**src/rtl/mcp_channel_arbiter.sv**
```systemverilog
// Round-robin arbiter sharing one MCP CDC channel source port between
// NUM_REQ valid/ready requesters. The accepted word is held stable and tagged
// with its requester index until the channel accepts it.
// Optional stall watchdog: define MCP_ARB_WDOG_EN to build it.
module mcp_channel_arbiter #(
    parameter int unsigned NUM_REQ     = 4,
    parameter int unsigned DATA_WIDTH  = 32,
    parameter int unsigned WDOG_CYCLES = 1024,
    localparam int unsigned ID_WIDTH   = (NUM_REQ > 1) ? $clog2(NUM_REQ) : 1
) (
    input  logic                          clk,
    input  logic                          reset,
    input  logic [NUM_REQ-1:0]            req_valid,
    input  logic [NUM_REQ*DATA_WIDTH-1:0] req_data,
    output logic [NUM_REQ-1:0]            req_ready,
    output logic                          chan_valid,
    output logic [DATA_WIDTH-1:0]         chan_data,
    output logic [ID_WIDTH-1:0]           chan_id,
    input  logic                          chan_ready,
    output logic                          wdog_err
);

    typedef enum logic {
        IDLE  = 1'b0,
        GRANT = 1'b1
    } state_t;

    state_t                state_q;
    state_t                state_d;
    logic [ID_WIDTH-1:0]   rr_ptr_q;
    logic [ID_WIDTH-1:0]   rr_ptr_d;
    logic [ID_WIDTH-1:0]   win_idx;
    logic                  win_found;
    int unsigned           cand;
    logic                  chan_valid_d;
    logic [DATA_WIDTH-1:0] chan_data_d;
    logic [ID_WIDTH-1:0]   chan_id_d;
    logic                  chan_hs;

    assign chan_hs = chan_valid & chan_ready;

    // Rotating-priority search for the first valid requester at or after rr_ptr
    always_comb begin
        win_found = 1'b0;
        win_idx   = '0;
        cand      = 0;
        for (int unsigned off = 0; off < NUM_REQ; off++) begin
            cand = 32'(rr_ptr_q) + off;
            if (cand >= NUM_REQ) begin
                cand = cand - NUM_REQ;
            end
            if (!win_found && req_valid[ID_WIDTH'(cand)]) begin
                win_found = 1'b1;
                win_idx   = ID_WIDTH'(cand);
            end
        end
    end

    // Next-state, next channel word and combinational requester accept
    always_comb begin
        state_d      = state_q;
        rr_ptr_d     = rr_ptr_q;
        chan_valid_d = chan_valid;
        chan_data_d  = chan_data;
        chan_id_d    = chan_id;
        req_ready    = '0;
        case (state_q)
            IDLE: begin
                if (win_found) begin
                    req_ready[win_idx] = 1'b1;
                    chan_valid_d       = 1'b1;
                    chan_data_d        = req_data[32'(win_idx)*DATA_WIDTH +: DATA_WIDTH];
                    chan_id_d          = win_idx;
                    state_d            = GRANT;
                end
            end
            GRANT: begin
                if (chan_hs) begin
                    chan_valid_d = 1'b0;
                    rr_ptr_d     = (chan_id == ID_WIDTH'(NUM_REQ - 1)) ? '0
                                                                      : chan_id + ID_WIDTH'(1);
                    state_d      = IDLE;
                end
            end
            default: begin
                state_d = IDLE;
            end
        endcase
    end

    // State, pointer and registered channel outputs; reset drops any held word
    always_ff @(posedge clk) begin
        if (reset) begin
            state_q    <= IDLE;
            rr_ptr_q   <= '0;
            chan_valid <= 1'b0;
            chan_data  <= '0;
            chan_id    <= '0;
        end else begin
            state_q    <= state_d;
            rr_ptr_q   <= rr_ptr_d;
            chan_valid <= chan_valid_d;
            chan_data  <= chan_data_d;
            chan_id    <= chan_id_d;
        end
    end

`ifdef MCP_ARB_WDOG_EN
    localparam int unsigned CNT_W = $clog2(WDOG_CYCLES + 1);

    logic [CNT_W-1:0] wdog_cnt;

    // Stall counter over GRANT cycles without a handshake; sticky error at the limit
    always_ff @(posedge clk) begin
        if (reset) begin
            wdog_cnt <= '0;
            wdog_err <= 1'b0;
        end else if (state_q == IDLE) begin
            wdog_cnt <= '0;
        end else if (!chan_ready && (wdog_cnt != CNT_W'(WDOG_CYCLES))) begin
            wdog_cnt <= wdog_cnt + CNT_W'(1);
            if (wdog_cnt == CNT_W'(WDOG_CYCLES - 1)) begin
                wdog_err <= 1'b1;
            end
        end
    end
`else
    logic unused_wdog_cfg;

    // Watchdog not built: the limit is intentionally unused and the flag is tied low
    assign unused_wdog_cfg = ^WDOG_CYCLES;
    assign wdog_err        = 1'b0;
`endif

endmodule

```
**config.mk**
```make
export PLATFORM = sky130hd
export DESIGN_NAME = mcp_channel_arbiter
export DESIGN_NICKNAME = d
export VERILOG_FILES = /design/src/rtl/mcp_channel_arbiter.sv
export SDC_FILE = /design/constraint.sdc
export NUM_CORES = 1
export LEC_CHECK = 0
export CAP_MARGIN = 5
export CORE_ASPECT_RATIO = 0.9
export CORE_MARGIN = 8
export CORE_UTILIZATION = 38
export DETAILED_ROUTE_END_ITERATION = 10
export PLACE_DENSITY_LB_ADDON = 0.3
export REMOVE_ABC_BUFFERS = 1
export SYNTH_ARGS = -nofsm -noshare
export SYNTH_HDL_FRONTEND = slang
export SYNTH_SLANG_ARGS = --single-unit
```
**constraint.sdc**
```tcl
create_clock -name clk -period 2.7 [get_ports clk]
set_input_delay 0.27 -clock clk [delete_from_list [all_inputs] [get_ports clk]]
set_output_delay 0.27 -clock clk [all_outputs]
set_load 0.02 [all_outputs]
```
# Yosys cells after proc, flatten, opt, wreduce, memory -nomap -nowiden
# Index checks and enable logic that the tools add are counted.
dict set report totals {
  output_inout_bits 40
  rom_bits 0
  wordCells 70
  ff_bits 38
  latch_bits 0
  ram_bits 0
  mem_count 0
  inputBits 135
}
dict set report op_classes {
  div_mod_pow 0
  n_reduce_logical 10
  n_lt_le_gt_ge 10
  muxes 31
  bitwise 2
  multipliers 0
  eq_ne 3
  shift 1
  addsub 8
}
# cell count
set op_table {}
lappend op_table {{indexed part select 128 x 8 -> 32 bit} 1}
lappend op_table {{two-way mux 2 bit} 9}
lappend op_table {{less-than comparator 2 x 3 -> 1 bit, second input constant} 5}
lappend op_table {{two-way mux 1 bit} 13}
lappend op_table {{greater-or-equal comparator 3 bit, second input constant} 3}
lappend op_table {{binary-select mux 1 bit (select 2 bit)} 4}
lappend op_table {{two-way mux 4 bit} 2}
lappend op_table {{subtractor 2 x 1 -> 2 bit, second input constant} 4}
lappend op_table {{adder 2 x 2 -> 3 bit, second input constant} 2}
lappend op_table {{AND reduction 2 bit} 3}
lappend op_table {{logical AND 1 bit} 4}
lappend op_table {{one-hot mux 1 bit (2 select lines)} 2}
lappend op_table {{adder 2 x 1 -> 3 bit, second input constant} 1}
lappend op_table {{greater-or-equal comparator 2 x 3 -> 1 bit, second input constant} 1}
lappend op_table {{logical NOT 1 bit} 3}
lappend op_table {{adder 2 x 1 -> 2 bit, second input constant} 1}
lappend op_table {{demux 1 bit (select 2 bit)} 1}
lappend op_table {{== test 2 bit, second input constant} 1}
lappend op_table {{greater-or-equal comparator 2 x 1 -> 1 bit, second input constant} 1}
lappend op_table {{inequality test 2 x 1 -> 1 bit, second input constant} 1}
lappend op_table {{inequality test 2 bit, second input constant} 1}
lappend op_table {{bitwise AND 1 bit} 1}
lappend op_table {{NOT 1 bit} 1}

# Depth between registers and ports, before layout
dict set report logic_depth {
  word_depth 20
  mapped_depth 8
  depth_no_buf 5
}

# Least setup slack after synthesis
# OpenSTA, ideal clock, no wires.
dict set report synth_path {
  kind {register -> output}
  startpoint {register rr_ptr_q[1]}
  endpoint {output port req_ready[1]}
  required_time_ns 2.430
  t_arrival_ns 1.546
  stages_incl_launch_ff 8
  n_path_buf 2
  setup_slack_ns 0.884
  path_cell_list {dfxtp_1 > buf_6 > mux2i_1 > nor2_1 > nor3_4 > clkbuf_4 > nand2_1 > nor2_1}
}
dict set report synth_via {
  elab_chain_len 20
  word_cells_on_any_way 44
  cone_classes {add/sub: 7; order compare: 6; mux: 24; reduce/logical: 7}
}
# element line
set synth_lines {}
lappend synth_lines {{from (decl)} 30} ;# logic [ID_WIDTH-1:0] rr_ptr_q;
lappend synth_lines {{from (signal assigned)} 101} ;# rr_ptr_q <= rr_ptr_d;
lappend synth_lines {{parallel branches: the longest is 18 deep, another holds adder 2 x 1 -> 3 bit} -}
lappend synth_lines {{two-way mux 4 bit (*)} 69} ;# if (win_found) begin
lappend synth_lines {{two-way mux 4 bit (*)} 67} ;# case (state_q)
lappend synth_lines {{to (decl)} 15} ;# output logic [NUM_REQ-1:0] req_ready,
# Every way passes the cells marked *. The select of a mux whose other input is x is not followed.

# Worst setup path in the final report
dict set report layout_path {
  startpoint {input port req_valid[0]}
  endpoint {output port req_ready[0]}
}
dict set report layout_via {
  elab_chain_len 18
  word_cells_on_any_way 29
  cone_classes {order compare: 2; mux: 20; reduce/logical: 7}
}
# element line
set layout_lines {}
lappend layout_lines {{from (decl)} 13} ;# input logic [NUM_REQ-1:0] req_valid,
lappend layout_lines {{binary-select mux 1 bit (select 2 bit)} 52} ;# if (!win_found && req_valid[ID_WIDTH'(cand)]) begin
lappend layout_lines {{two-way mux 1 bit (not written as such)} 52}
lappend layout_lines {{two-way mux 1 bit} 52}
lappend layout_lines {{logical NOT 1 bit} 52}
lappend layout_lines {{logical AND 1 bit} 52}
lappend layout_lines {{two-way mux 1 bit} 52}
lappend layout_lines {{logical NOT 1 bit} 52}
lappend layout_lines {{logical AND 1 bit} 52}
lappend layout_lines {{[2 not listed]} -}
lappend layout_lines {{logical AND 1 bit} 52}
lappend layout_lines {{two-way mux 2 bit} 52}
lappend layout_lines {{less-than comparator 2 x 3 -> 1 bit (not written as such) or greater-or-equal comparator 2 x 1 -> 1 bit (tied branches)} 70} ;# req_ready[win_idx] = 1'b1;
lappend layout_lines {{logical AND 1 bit (not written as such)} 70}
lappend layout_lines {{two-way mux 1 bit (not written as such)} 70}
lappend layout_lines {{demux 1 bit (select 2 bit)} 70}
lappend layout_lines {{two-way mux 4 bit (*)} 69}
lappend layout_lines {{two-way mux 4 bit (*)} 67}
# Every way passes the cells marked *; elsewhere a longest branch is shown, timed or not. The select of a mux whose other input is x is not followed.

==> results.txt <==
* Max_slew headroom: 0.641
- For this run the aggregate overflow at the end of global routing stands at 0.
- Cell taking the most area after synthesis: sky130_fd_sc_hd__dfxtp_1
- The die covers 0.00943 mm2.
- In the final layout, the share of cells above drive strength 1 is 0.130.
- Syn. warnings: 0
- Total cell area at the placement stage: 0.00418 mm2
* Destination of the worst register-to-register timing path: chan_data[1]
* Worst setup path category: in2out
* Clock tree from TritonCTS: yes
- Number of cells upsized or downsized after cts: 0
- Depth of the worst register-to-register path: 6
- Port-buffer cells: 173
* Worst Tran Pin Value: 0.539 ns
* Mean Syn Cell Area: 11.1 um2
- Horizontal die dimension: 101 um
- Antenna viol nets, final: 0
- Traced cell by cell, the critical path runs through clkdlybuf4s50_1 -> a21oi_1 -> o21a_1 -> o22a_2 -> nor3_1 -> clkdlybuf4s50_1.
* Clk buf depth: 2
- The number of antenna violations at the first check in global routing came to 0.
- The startpoint identified for the worst register-to-register timing path is rr_ptr_q[1].
* Final count of hold timing violations: 0
- Worst setup EP type: output pin
* Final RePlAce weighted congestion: 0.777
* Hold Path End: chan_data[14]
- Total of max-cap violations: 0
* Number of setup violations in the final report: 0
* Ranking of synthesized cells by instance count: 66 x sky130_fd_sc_hd__mux2i_1, 38 x sky130_fd_sc_hd__dfxtp_1, 37 x sky130_fd_sc_hd__nand2_1
* Cell repeated most along the worst path: sky130_fd_sc_hd__clkdlybuf4s50_1
- Summed over all nets, wire length on met3 after detailed routing comes to 714 um.
* Data required time at the worst endpoint: 2.43 ns
* Reported leakage power: 1.58 nW
* CTS root buf: sky130_fd_sc_hd__clkbuf_8
* Maximum vdd ir drop: 0.208 mV
- Synthesis inferred 38 register bits.
- Standard-cell row count: 28
- For the worst setup path, the data arrival time is 2.26 ns.
- Number of library cell types mapped by synthesis: 34
* Portion of the clock cycle consumed by the worst path in the final layout: 0.938
* Highest metal layer with signal wires: met4
- Antenna diode instance count: 0
- 175 I/O pins were placed.
- Cell Count Post-Placement: 477
* Main synth FF type: sky130_fd_sc_hd__dfxtp_1
* Area grow syn2layout: 70.5%
- Subtracting the final worst setup slack from the clock period gives 2.53 ns.
* Worst-path maximum fanout: 5
- Critical-path top delay cell: sky130_fd_sc_hd__clkdlybuf4s50_1
- Vias per std cell: 4.89
- Setup repair after global routing left no endpoint under its margin.
- The number of global-route vias before repair was 2540.
- Global-route wire length before repair: 12900 um
* Share of synthesized registers carrying an async set or reset: 0
- Nets@finish: 530
* Most frequently used cell type in the post-synthesis netlist: sky130_fd_sc_hd__mux2i_1
* Launch instance of the worst min-delay path: chan_data[14]
* Total length of routed met2 wires: 4080 um
- The tightest min-delay check is of the reg2reg type.
- Final std cell area, no fill: 0.00426 mm2
- For this design the ratio of total power to cell area is 398 mW/mm2.
- On the worst path, the slowest cell contributes a delay of 0.64 ns.
- Routed len/inst: 17.1 um
- Depth of the worst hold-timing path: 2
- For this run, the register share of the synthesized area comes to 0.304.
- Type of origin of the critical path: input port
- Total power draw: 1.69 mW
- Effective utilization at floorplan: 0.386
- Post-synth EDFFs: 0
* Peak clock frequency supported by timing: 395 MHz
- Number of buffers added by the clock tree synthesis step: 5
- Buffers inserted to repair hold after CTS numbered 0.
* # Post-CTS Setup Buffers: 0
* Floorplan Core Area: 0.00648 mm2
- Sink count of the clock tree: 38
* Clock transition at the registers of the reported paths: 0.07 ns
- Routed length on met1: 3330 um
* Run status: completed
- DR DRC count: 0
- Count of non-filler cells in the finished layout: 483
- Of the post-synthesis cell area, the dominant cell type holds 0.304.
- Synthesis handed over a netlist of 226 instances.
- Before antenna repair, the detailed router went through 4 iterations.
- Across every metal layer, demand over resource in global routing totals 0.172.
- Hpwl dp: 6760 um
- Vias: 2360
- Final WL: 8260 um
* Number of max-slew violations in the final report: 0
* Die H: 92.9 um
- Number of H-tree levels: 2
* Cell area after synthesis: 0.00250 mm2
- For flop-to-flop paths, the worst setup slack is 0.54 ns.
* Largest net degree at the start of global routing: 34
- On the final layout, the worst clock skew is 0.00806 ns.
- Dominant cells by area after synthesis: sky130_fd_sc_hd__dfxtp_1 30%, sky130_fd_sc_hd__mux2i_1 26%, sky130_fd_sc_hd__o221ai_2 19%
- Clock latency on the worst-skew pair, taken at its later pin, is 0.29 ns.
* Initial drt markers: 35
[critical path: cells and delay by family]
family | cells | cell delay (ns)
simple gates | 1 | 0.21
buf+inv | 2 | 1.21
compound gates | 3 | 0.58
[routing by layer]
layer  up-vias  global-route usage
met1      1057               0.193
met2       101               0.294
met3        11              0.0600
met5         -                   0
li1       1191                   -
met4         0              0.0582
[cell usage in the layout, fill, tap and decap left out, drive strengths merged, types with 2 or more instances in the layout]
master	n
dfxtp	38
buf	6
inv	2
clkbuf	6
o21a	2
nor3	4
nand2	39
mux2i	66
nor2	9
clkdlybuf4s50	173
a21oi	6
o221ai	32
[power by group]
group / switching (mW) / internal (mW) / leakage (nW)
Combinational: 0.286 / 0.383 / 1.22
Sequential: 0.0295 / 0.616 / 0.313
Clock: 0.184 / 0.197 / 0.0431
Total: 0.499 / 1.19 / 1.58
[metrics by stage]
step | utilization | hold slack [ns] | setup slack, ns | TNS, ns
5_1_grt | 0.657 | 0.490 | 0.0945 | 0
3_5_place_dp | 0.645 | 0.446 | 0.194 | 0
6_report | 0.657 | 0.464 | 0.167 | 0
4_1_cts | 0.657 | 0.468 | 0.170 | 0
3_3_place_gp | 0.645 | 0.445 | 0.231 | 0
2_1_floorplan | - | 0.339 | -1.17 | -31.18
[cell families after synthesis]
group,after synthesis,synth area share
other,1,0.00150
multiplexers,66,0.264
flip-flops,38,0.304
AND/OR/NAND/NOR,56,0.110
AO/OA/AOI/OAI,44,0.222
adder cells (fa/ha/maj),1,0.00501
buffers and inverters,20,0.0921
[flip-flops by register name, summed over array words and instances (netlist names)]
signal / cells
rr_ptr_q: 2
chan_data: 32
chan_valid: 1
chan_id: 2
state_q: 1
[final cells by class]
type	count	area, um2
Fill cell	534	2220
Timing Repair Buffer	179	1790
Multi-Input combinational cell	168	1510
Sequential cell	38	761
Tap cell	90	113
Clock buffer	6	82.6
Inverter	2	7.51
[worst max path at each step]
stage,startpoint,end,slack (ns)
6_report,req_valid[0],req_ready[0],0.17
5_1_grt,req_valid[0],req_ready[0],0.09
4_1_cts,req_valid[0],req_ready[0],0.17
3_5_place_dp,req_valid[0],req_ready[0],0.19
3_3_place_gp,req_valid[0],req_ready[0],0.23
2_1_floorplan,rr_ptr_q[1],req_ready[1],-1.17
Note: power is estimated with default switching activity, not from simulation.
